File: src/rtl/pll_sweep_scheduler_pkg.sv
// Shared definitions for the PLL frequency-sweep scheduler. The state encoding
// and the start-frequency constant are also used by the PLL controller and by
// debug display logic.
package pll_sweep_scheduler_pkg;

    // Width of frequency values exchanged with the PLL controller
    localparam int FREQ_W = 9;

    // Frequency the PLL controller reports after its first press following reset
    localparam int PLL_START_FREQ = 100;

    typedef enum logic [2:0] {
        ST_IDLE      = 3'd0,
        ST_PRESS     = 3'd1,
        ST_RELEASE   = 3'd2,
        ST_WAIT_LOCK = 3'd3,
        ST_SETTLE    = 3'd4,
        ST_MEASURE   = 3'd5,
        ST_CHECK     = 3'd6,
        ST_DONE      = 3'd7
    } sweep_state_t;

    // Largest of three interval lengths; sizes the shared interval timer
    function automatic int unsigned max3(input int unsigned a,
                                         input int unsigned b,
                                         input int unsigned c);
        int unsigned m;
        m = (a > b) ? a : b;
        return (m > c) ? m : c;
    endfunction

endpackage

File: src/rtl/pll_sweep_scheduler_timer.sv
// Loadable down-counter with a zero flag. One instance is shared between the
// press, settle and lock-timeout intervals, which never overlap.
module sweep_timer #(
    parameter int unsigned W = 21
) (
    input  logic         CLK_50,
    input  logic         reset_n,
    input  logic         load,
    input  logic [W-1:0] load_value,
    output logic         zero
);

    logic [W-1:0] count;

    // Load takes priority; otherwise count down and rest at zero
    // NOTE: sequential state uses non-blocking assignments so every register
    // samples the pre-edge values, independent of statement order.
    always_ff @(posedge CLK_50 or negedge reset_n) begin
        if (!reset_n) begin
            count <= '0;
        end else if (load) begin
            count <= load_value;
        end else if (count != '0) begin
            count <= count - W'(1);
        end
    end

    assign zero = (count == '0);

endmodule

File: src/rtl/pll_sweep_scheduler.sv
// Automatic sequencer for the PLL frequency sweep: presses next_frequency,
// waits for lock, settles, triggers one measurement per point, and stops at
// the programmed end frequency, on abort, or on lock timeout.
module pll_sweep_scheduler #(
    parameter int unsigned PRESS_CYCLES  = 8,
    parameter int unsigned SETTLE_CYCLES = 1024,
    parameter int unsigned LOCK_TIMEOUT  = 1 << 20,
    parameter int unsigned FREQ_W        = pll_sweep_scheduler_pkg::FREQ_W
) (
    input  logic              CLK_50,
    input  logic              reset_n,
    input  logic              start,
    input  logic              abort,
    input  logic [3:0]        step,
    input  logic [FREQ_W-1:0] stop_freq,
    input  logic [FREQ_W-1:0] frequency,
    input  logic              freq_ready,
    input  logic              meas_done,
    output logic              next_frequency,
    output logic [3:0]        add,
    output logic              meas_start,
    output logic              sweep_busy,
    output logic              sweep_done,
    output logic              lock_err,
    output logic [FREQ_W-1:0] point_count
);

    import pll_sweep_scheduler_pkg::*;

    localparam int unsigned TIMER_W =
        $clog2(max3(PRESS_CYCLES, SETTLE_CYCLES, LOCK_TIMEOUT) + 1);

    sweep_state_t      state;
    sweep_state_t      next_state;

    logic              timer_load;
    logic [TIMER_W-1:0] timer_value;
    logic              timer_zero;

    logic              abort_pending;
    logic              abort_any;
    logic              lock_err_set;
    logic              count_inc;
    logic [FREQ_W:0]   next_sum;

    sweep_timer #(
        .W (TIMER_W)
    ) u_timer (
        .CLK_50     (CLK_50),
        .reset_n    (reset_n),
        .load       (timer_load),
        .load_value (timer_value),
        .zero       (timer_zero)
    );

    // A same-cycle abort acts like one already pending
    assign abort_any = abort_pending | abort;

    // Next requested frequency, one bit wider so an overflow ends the sweep
    assign next_sum = {1'b0, frequency} + (FREQ_W + 1)'(add);

    // State register
    // NOTE: asynchronous active-low reset; every register in this block is
    // reset so outputs are defined the moment reset_n falls.
    always_ff @(posedge CLK_50 or negedge reset_n) begin
        if (!reset_n) begin
            state <= ST_IDLE;
        end else begin
            state <= next_state;
        end
    end

    // Next-state logic and interval-timer control
    // NOTE: every signal gets a default before the case so no latch is inferred.
    always_comb begin
        next_state   = state;
        timer_load   = 1'b0;
        timer_value  = '0;
        lock_err_set = 1'b0;
        count_inc    = 1'b0;

        case (state)
            ST_IDLE: begin
                if (start) begin
                    if (step == 4'd0) begin
                        next_state = ST_DONE;
                    end else begin
                        next_state  = ST_PRESS;
                        timer_load  = 1'b1;
                        timer_value = TIMER_W'(PRESS_CYCLES - 1);
                    end
                end
            end

            ST_PRESS: begin
                if (timer_zero) begin
                    next_state = ST_RELEASE;
                end
            end

            ST_RELEASE: begin
                next_state  = ST_WAIT_LOCK;
                timer_load  = 1'b1;
                timer_value = TIMER_W'(LOCK_TIMEOUT - 1);
            end

            ST_WAIT_LOCK: begin
                if (freq_ready && !next_frequency) begin
                    next_state  = ST_SETTLE;
                    timer_load  = 1'b1;
                    timer_value = TIMER_W'(SETTLE_CYCLES - 1);
                end else if (abort_any) begin
                    next_state = ST_DONE;
                end else if (timer_zero) begin
                    next_state   = ST_DONE;
                    lock_err_set = 1'b1;
                end
            end

            ST_SETTLE: begin
                if (timer_zero) begin
                    next_state = ST_MEASURE;
                end
            end

            ST_MEASURE: begin
                if (meas_done) begin
                    next_state = ST_CHECK;
                    count_inc  = 1'b1;
                end
            end

            ST_CHECK: begin
                if (abort_any) begin
                    next_state = ST_DONE;
                end else if (next_sum > {1'b0, stop_freq}) begin
                    next_state = ST_DONE;
                end else begin
                    next_state  = ST_PRESS;
                    timer_load  = 1'b1;
                    timer_value = TIMER_W'(PRESS_CYCLES - 1);
                end
            end

            ST_DONE: begin
                next_state = ST_IDLE;
            end

            default: begin
                next_state = ST_IDLE;
            end
        endcase
    end

    // Registered outputs, decoded from the state being entered
    always_ff @(posedge CLK_50 or negedge reset_n) begin
        if (!reset_n) begin
            next_frequency <= 1'b0;
            meas_start     <= 1'b0;
            sweep_busy     <= 1'b0;
            sweep_done     <= 1'b0;
        end else begin
            next_frequency <= (next_state == ST_PRESS);
            meas_start     <= (state == ST_SETTLE) && (next_state == ST_MEASURE);
            sweep_busy     <= (next_state != ST_IDLE);
            sweep_done     <= (next_state == ST_DONE);
        end
    end

    // Per-sweep context: latched step, point counter and sticky lock error
    always_ff @(posedge CLK_50 or negedge reset_n) begin
        if (!reset_n) begin
            add         <= 4'd0;
            point_count <= '0;
            lock_err    <= 1'b0;
        end else if (state == ST_IDLE && start) begin
            add         <= step;
            point_count <= '0;
            lock_err    <= 1'b0;
        end else begin
            if (count_inc && (point_count != '1)) begin
                point_count <= point_count + {{(FREQ_W - 1){1'b0}}, 1'b1};
            end
            if (lock_err_set) begin
                lock_err <= 1'b1;
            end
        end
    end

    // Abort is remembered until a safe point (WAIT_LOCK or CHECK) consumes it
    always_ff @(posedge CLK_50 or negedge reset_n) begin
        if (!reset_n) begin
            abort_pending <= 1'b0;
        end else if (state == ST_IDLE || state == ST_DONE) begin
            abort_pending <= 1'b0;
        end else if (abort) begin
            abort_pending <= 1'b1;
        end
    end

endmodule

File: config.mk
export PLATFORM = sky130hd
export DESIGN_NAME = pll_sweep_scheduler
export DESIGN_NICKNAME = d
export VERILOG_FILES = /design/src/rtl/pll_sweep_scheduler_pkg.sv /design/src/rtl/pll_sweep_scheduler_timer.sv /design/src/rtl/pll_sweep_scheduler.sv
export SDC_FILE = /design/constraint.sdc
export NUM_CORES = 1
export LEC_CHECK = 0
export CAP_MARGIN = 20
export CORE_ASPECT_RATIO = 1.2
export CORE_UTILIZATION = 48
export DETAILED_ROUTE_END_ITERATION = 7
export GPL_ROUTABILITY_DRIVEN = 1
export PLACE_DENSITY = 0.76
export SLEW_MARGIN = 0
export SYNTH_ARGS = -nofsm -noshare
export SYNTH_HDL_FRONTEND = slang
export SYNTH_SLANG_ARGS = --single-unit
export TNS_END_PERCENT = 20
File: constraint.sdc
create_clock -name CLK_50 -period 2.9 [get_ports CLK_50]
set_input_delay 0.435 -clock CLK_50 [delete_from_list [all_inputs] [get_ports CLK_50]]
set_output_delay 0.435 -clock CLK_50 [all_outputs]
set_load 0.05 [all_outputs]
==> metrics.cfg, run 1 <==
[placement]
port_buffers = 45
detailed_place_hpwl_um = 4740
post-place-ws_ns = -0.773
place.gp.congestion = 0.853

[sta]
finalMaxSlewViolations = 0
setup-violations-final = 24
worst_pin_slew_ns = 0.939
max_freq_mhz = 318
period_minus_slack_ns = 3.14
finalHoldViolCount = 0
rsz0062_at_grt = true
post-route-period-util_pct = 108
slew_headroom_pct = 37.4
finClkSkew_ns = 0.00529
timing.final.ws_setup_ns = -0.244

[critical_path]
required_ns = 3.06
worst-endpoint-arrival_ns = 3.30
cp_num_buf_inv = 2
cpPeakStageDelay_ns = 0.40
r2r_start = add[0]$_DFFE_PN0P_
slowest_stage = clkdlybuf4s50_1
cp_max_fo = 8
crit_top_cell = ha_1
cp_cell_sequence = clkdlybuf4s50_1 -> ha_1 -> o21ai_0 -> o21bai_1 -> nand4_1 -> xnor2_1 -> ha_1 -> and4_1 -> a32o_2 -> o21a_4 -> a211oi_2 -> buf_4 -> a21oi_1
rr_endpoint = u_timer.count[17]$_DFFE_PN0P_
critPathLaunchType = input port
crit_type = in -> reg
critPathTopFamily = compound AO/OA/AOI/OAI gates
worstSetupEndpointType = register
cp_num_cells = 13
r2r_cells = 14
r2r_slack_ns = -0.23

[cells_and_area]
drive_above_1_share_pct = 17.9
areaGrowthSynthToFinish_pct = 31.6
fill_cells = 427
seq_area_sq_um = 1080
num_antenna_cells = 0
nets = 418
multi_input_area_sq_um = 1680
fin_util_pct = 67.1

[drt]
first_pass_iters = 8
via_count = 2473
drt_iter0_drc = 124
antenna_left = 0
wire_per_inst_um = 14.8
viasPerCell = 5.67
wirelength_um = 6440
drcViolationCount = 5

[pwr]
vdd_drop_max_mv = 0.666
leakage_uw = 0.00161
power.density_nw_per_um2 = 884

[die]
rows = 29
fp.dieW_um = 71.2
design.core.area_sq_um = 5410
io_pins = 46
dieArea_sq_um = 6060
die_y_um = 85.1
start_util_pct = 51.0

[clocking]
numCtsBuffers = 5
clk_latency_ns = 0.29
clock-sinks = 43
path_clk_slew_ns = 0.08
cts_tree = yes
cts_hold_buf = 0
cts-root-buf = clkbuf_8
htreeDepth = 2
cts_buffer_depth = 2

[logic_synthesis]
yosys-top-cells-area = dfrtp_1, ha_1, nor2_1, xnor2_1, xor2_1
synthArstFlopShare_pct = 100
ys_dominant_reg_cell = dfrtp_1
ys_ff_latch = 43
syn_inst = 301
synth_top_area_cell = dfrtp_1
ys_types = 52
synth_edf_count = 0
yosys.area.top_type_share_pct = 39.0
syn_avg_cell_area_sq_um = 9.17
yosysSeqAreaShare_pct = 39.0
synth_warnings = 0
synthMostInstantiatedCell = dfrtp_1
synth_common_cells = dfrtp_1, nor2_1, a21oi_1
syn_area_sq_um = 2760
syn_nets = 346

[global_route]
grt_overflow = 0
grt_pass1_vias = 2544
antenna_found_initial = 0
grt_pass1_wl_um = 11300
grt_max_degree = 44
grt_usage_pct = 23.4

[run_status]
violations = DRC, setup timing
outcome = complete, but fails checks

[worst_hold_path]
min_path_type = in -> async

[flow_run]
cap_violations = 0

per-layer routing:
| layer | GRT usage, % | wire length [um] |
|---|---|---|
| met3 | 3.09 | 214 |
| met4 | 9.64 | 127 |
| met5 | 0 | 0 |
| met1 | 30.4 | 2870 |
| met2 | 39.3 | 3230 |
worst register-to-register path, delay by kind of cell, from the launching register on:
family                   cells  cell delay, ns
AND/OR/NAND/NOR              3            0.33
XOR/XNOR                     1            0.08
flip-flops                   1            0.43
adder cells (fa/ha/maj)      3            0.81
buffers and inverters        1            0.18
AO/OA/AOI/OAI                6            1.17
sequential cells by signal (all words and copies together), names as in the netlist:
signal	flops
meas_start	1
add	4
abort_pending	1
next_frequency	1
u_timer.count	21
point_count	9
sweep_busy	1
state	3
lock_err	1
sweep_done	1
per-stage QoR:
stage | TNS [ns] | instance area [sq um] | total power, uW | std cells | hold WS (ns)
finish | -4.44 | 3630 | 3210 | 436 | 0.285
detailed placement | -17.09 | 3470 | 2760 | 425 | 0.518
global placement | -15.56 | 3470 | 2710 | 425 | 0.514
floorplan | -4.56 | 2790 | 2190 | 301 | 0.139
CTS | -4.06 | 3610 | 3200 | 435 | 0.310
global route | -7.81 | 3630 | 3480 | 436 | 0.362
layout by cell type, fill, tap and decap left out, types with 2 or more instances in the layout:
| cell | n |
|---|---|
| a211o_1 | 5 |
| a211oi_1 | 2 |
| a211oi_2 | 6 |
| a21o_1 | 3 |
| a21oi_1 | 19 |
| a21oi_2 | 2 |
| and2_1 | 2 |
| and3_1 | 4 |
| and4_1 | 4 |
| buf_4 | 26 |
| clkbuf_8 | 5 |
| clkdlybuf4s50_1 | 42 |
| dfrtp_1 | 42 |
| dlygate4sd2_1 | 2 |
| ha_1 | 15 |
| inv_1 | 15 |
| mux2_2 | 4 |
| mux2i_1 | 2 |
| nand2_1 | 18 |
| nand2b_1 | 5 |
| nand3_1 | 5 |
| nand4_1 | 4 |
| nor2_1 | 31 |
| nor2_2 | 2 |
| nor2b_1 | 3 |
| nor3_1 | 10 |
| nor4_1 | 7 |
| o21ai_0 | 15 |
| o21ai_1 | 3 |
| o31ai_1 | 4 |
| or3_2 | 2 |
| or4_1 | 4 |
| xnor2_1 | 13 |
| xor2_1 | 14 |
worst max-delay path by stage:
| stage | from | endpoint |
|---|---|---|
| after CTS | add[0]$_DFFE_PN0P_ | u_timer.count[17]$_DFFE_PN0P_ |
| final | frequency[2] | u_timer.count[17]$_DFFE_PN0P_ |
| after floorplan | add[0]$_DFFE_PN0P_ | u_timer.count[10]$_DFFE_PN0P_ |
| after global placement | frequency[0] | u_timer.count[13]$_DFFE_PN0P_ |
| after global routing | frequency[2] | u_timer.count[17]$_DFFE_PN0P_ |
| after detailed placement | frequency[0] | u_timer.count[5]$_DFFE_PN0P_ |
logic make-up (layout without fill, tap and decap cells):
logic type	after synthesis	count (layout)	synth area share (%)
simple gates	111	111	21.5
xor+xnor	28	28	8.89
compound gates	72	73	16.8
mux	6	6	2.36
buf+inv	24	96	3.49
flops	43	43	39.0
fa+ha+maj	17	17	7.98
power breakdown:
part	internal, uW	total [uW]	leakage (uW)	switching (uW)
logic	841	1790	0.00102	954
registers	810	1050	0.000548	241
clock network	168	363	0.0000412	195
total	1820	3210	0.00161	1390
what timing repair did:
item,CTS,global route
resized for setup,12,4
buffers inserted,1,1
cloned,1,0
endpoints found under the hold margin,0,0
setup endpoints to repair,25,25
pin swaps,14,11
area by class of cell:
type / instances / share of cell area [%]
Multi-Input combinational cell: 235 / 46.3
Inverter: 16 / 1.65
Timing Repair Buffer: 72 / 17.9
Sequential cell: 43 / 29.7
Clock buffer: 6 / 2.00
Tap cell: 62 / 2.14
Clock inverter: 2 / 0.345
(Power assumes the default switching activity.)
==> run 2, diff against run 1 <==
Settings changed: CTS_CLUSTER_SIZE from default to 30.
==> results of run 2 <==
The final DEF is identical to that of run 1; final timing and power are the same.
==> run 3, diff against run 2 <==
Settings changed: CORE_MARGIN from default to 2.
==> metrics.cfg, run 3 (same netlist as run 1, synthesis figures left out) <==
[run_status]
outcome = complete, but fails checks
violations = setup timing

[sta]
post-route-period-util_pct = 106
rsz0062_at_grt = true
period_minus_slack_ns = 3.08
setup-violations-final = 23
timing.final.ws_setup_ns = -0.178
max_freq_mhz = 325
slew_headroom_pct = 37.9
worst_pin_slew_ns = 0.932
setup_tns_ns = -3.09
finalMaxSlewViolations = 0
finClkSkew_ns = 0.00936
finalHoldViolCount = 0

[die]
start_util_pct = 49.3
rows = 30
fp.dieW_um = 73.2
design.core.area_sq_um = 5590
die_y_um = 87.1
dieArea_sq_um = 6370
io_pins = 46

[placement]
place.gp.congestion = 0.883
dp_cells = 427
detailed_place_hpwl_um = 4600
port_buffers = 45

[clocking]
cts_hold_buf = 0
path_clk_slew_ns = 0.09
cts_tree = yes
cts_buffer_depth = 2
clock-sinks = 43
htreeDepth = 2
numCtsBuffers = 5
cts-root-buf = clkbuf_8
clk_latency_ns = 0.30

[worst_hold_path]
min_path_type = in -> async

[critical_path]
required_ns = 3.07
critPathLaunchType = register
worstSetupEndpointType = register
crit_type = reg -> reg
cp_max_fo = 8
worst-endpoint-arrival_ns = 3.25

[drt]
viasPerCell = 5.67
first_pass_iters = 5
drt_iter0_drc = 86
via_count = 2495
wire_per_inst_um = 14.6
antenna_left = 0
wirelength_um = 6410
drcViolationCount = 0

[global_route]
grt_usage_pct = 21.0
antenna_found_initial = 0
grt_overflow = 0
grt_pass1_wl_um = 10600
grt_max_degree = 44
grt_pass1_vias = 2397

[pwr]
total_power_uw = 3280
leakage_uw = 0.00163
power.density_nw_per_um2 = 890
vdd_drop_max_mv = 0.590

[flow_run]
cap_violations = 0

[cells_and_area]
top_register = u_timer.count
largest_register_ffs = 21
nets = 420
final_cell_mix = dfrtp_1, clkdlybuf4s50_1, nor2_1, buf_4, a21oi_1
num_antenna_cells = 0
top_regs = u_timer.count: 21 flops, point_count: 9 flops, add: 4 flops
seq_area_sq_um = 1080
multi_input_area_sq_um = 1720
fill_cells = 441
areaGrowthSynthToFinish_pct = 33.5
drive_above_1_share_pct = 19.1
stdcell_count = 440

==> run 3: changes by cell type in the layout (fill, tap and decap cells not counted), moves of 2 or more <==
cell,previous run,this run
a21oi_2,2,0
a21oi_4,0,2
buf_4,26,28
clkinv_2,1,3
==> run 3: cell type report <==
| class | count | share of cell area (%) |
|---|---|---|
| inverters | 16 | 1.63 |
| multi-input cells | 235 | 46.6 |
| well taps | 64 | 2.17 |
| clock inverters | 3 | 0.408 |
| clock buffers | 5 | 1.87 |
| repair buffers | 74 | 18.0 |
| flip-flops and latches | 43 | 29.3 |
==> run 3: final timing paths <==
| kind | startpoint | endpoint | slack (ns) | cells past startpoint |
|---|---|---|---|---|
| worst min register to register | lock_err$_DFFE_PN0P_ | lock_err$_DFFE_PN0P_ | 0.53 | 2 |
| worst max register to register | add[0]$_DFFE_PN0P_ | u_timer.count[15]$_DFFE_PN0P_ | -0.18 | 14 |
| worst max-delay path | add[0]$_DFFE_PN0P_ | u_timer.count[15]$_DFFE_PN0P_ | -0.18 | 14 |
| min in group CLK_50 | lock_err$_DFFE_PN0P_ | lock_err$_DFFE_PN0P_ | 0.53 | 2 |
| max in group asynchronous | reset_n | add[0]$_DFFE_PN0P_ | 1.99 | 1 |
| worst min-delay path | reset_n | u_timer.count[9]$_DFFE_PN0P_ | 0.26 | 1 |
==> run 3: repair_timing <==
item,in CTS,in global routing
cloned,1,0
buffers inserted,2,2
pin swaps,16,14
endpoints found under the setup margin,26,26
resized for setup,14,7
==> run 3: worst max-delay path, stage by stage (launching register included) <==
cell and delay [ns]:
dfrtp_2 0.43, ha_4 0.16, fa_2 0.33, a21o_1 0.19
a21oi_4 0.19, nor2_4 0.07, nand3_2 0.08, xnor2_2 0.08
ha_1 0.30, and4_1 0.15, a32o_2 0.26, o21a_4 0.26
a211oi_2 0.21, buf_4 0.18, a21oi_1 0.05
==> run 3: per-layer routing <==
| metal | routed length [um] | up-vias | share of wire, % | global-route usage, % |
|---|---|---|---|---|
| met5 | 0 | - | 0 | 0 |
| met4 | 91 | 0 | 1.4 | 6.90 |
| met3 | 243 | 9 | 3.8 | 2.55 |
| met2 | 3240 | 56 | 51 | 35.8 |
| met1 | 2830 | 1190 | 44 | 27.5 |
| li1 | - | 1240 | - | - |
==> run 3: power breakdown <==
group          internal [uW]  total, uW  leakage [uW]  switching [uW]
clock                    165        375     0.0000477             210
combinational            884       1860       0.00104             973
sequential               810       1050      0.000548             236
total                   1860       3280       0.00163            1420
==> run 3: through the flow <==
step | utilization [%] | hold slack (ns) | instance area, sq um | setup WS, ns
finish | 65.8 | 0.262 | 3680 | -0.178
global route | 65.8 | 0.366 | 3680 | -0.318
CTS | 64.8 | 0.307 | 3620 | -0.267
detailed placement | 62.0 | 0.521 | 3470 | -0.807
global placement | 62.0 | 0.523 | 3470 | -0.665
floorplan | - | 0.139 | 2790 | -0.250
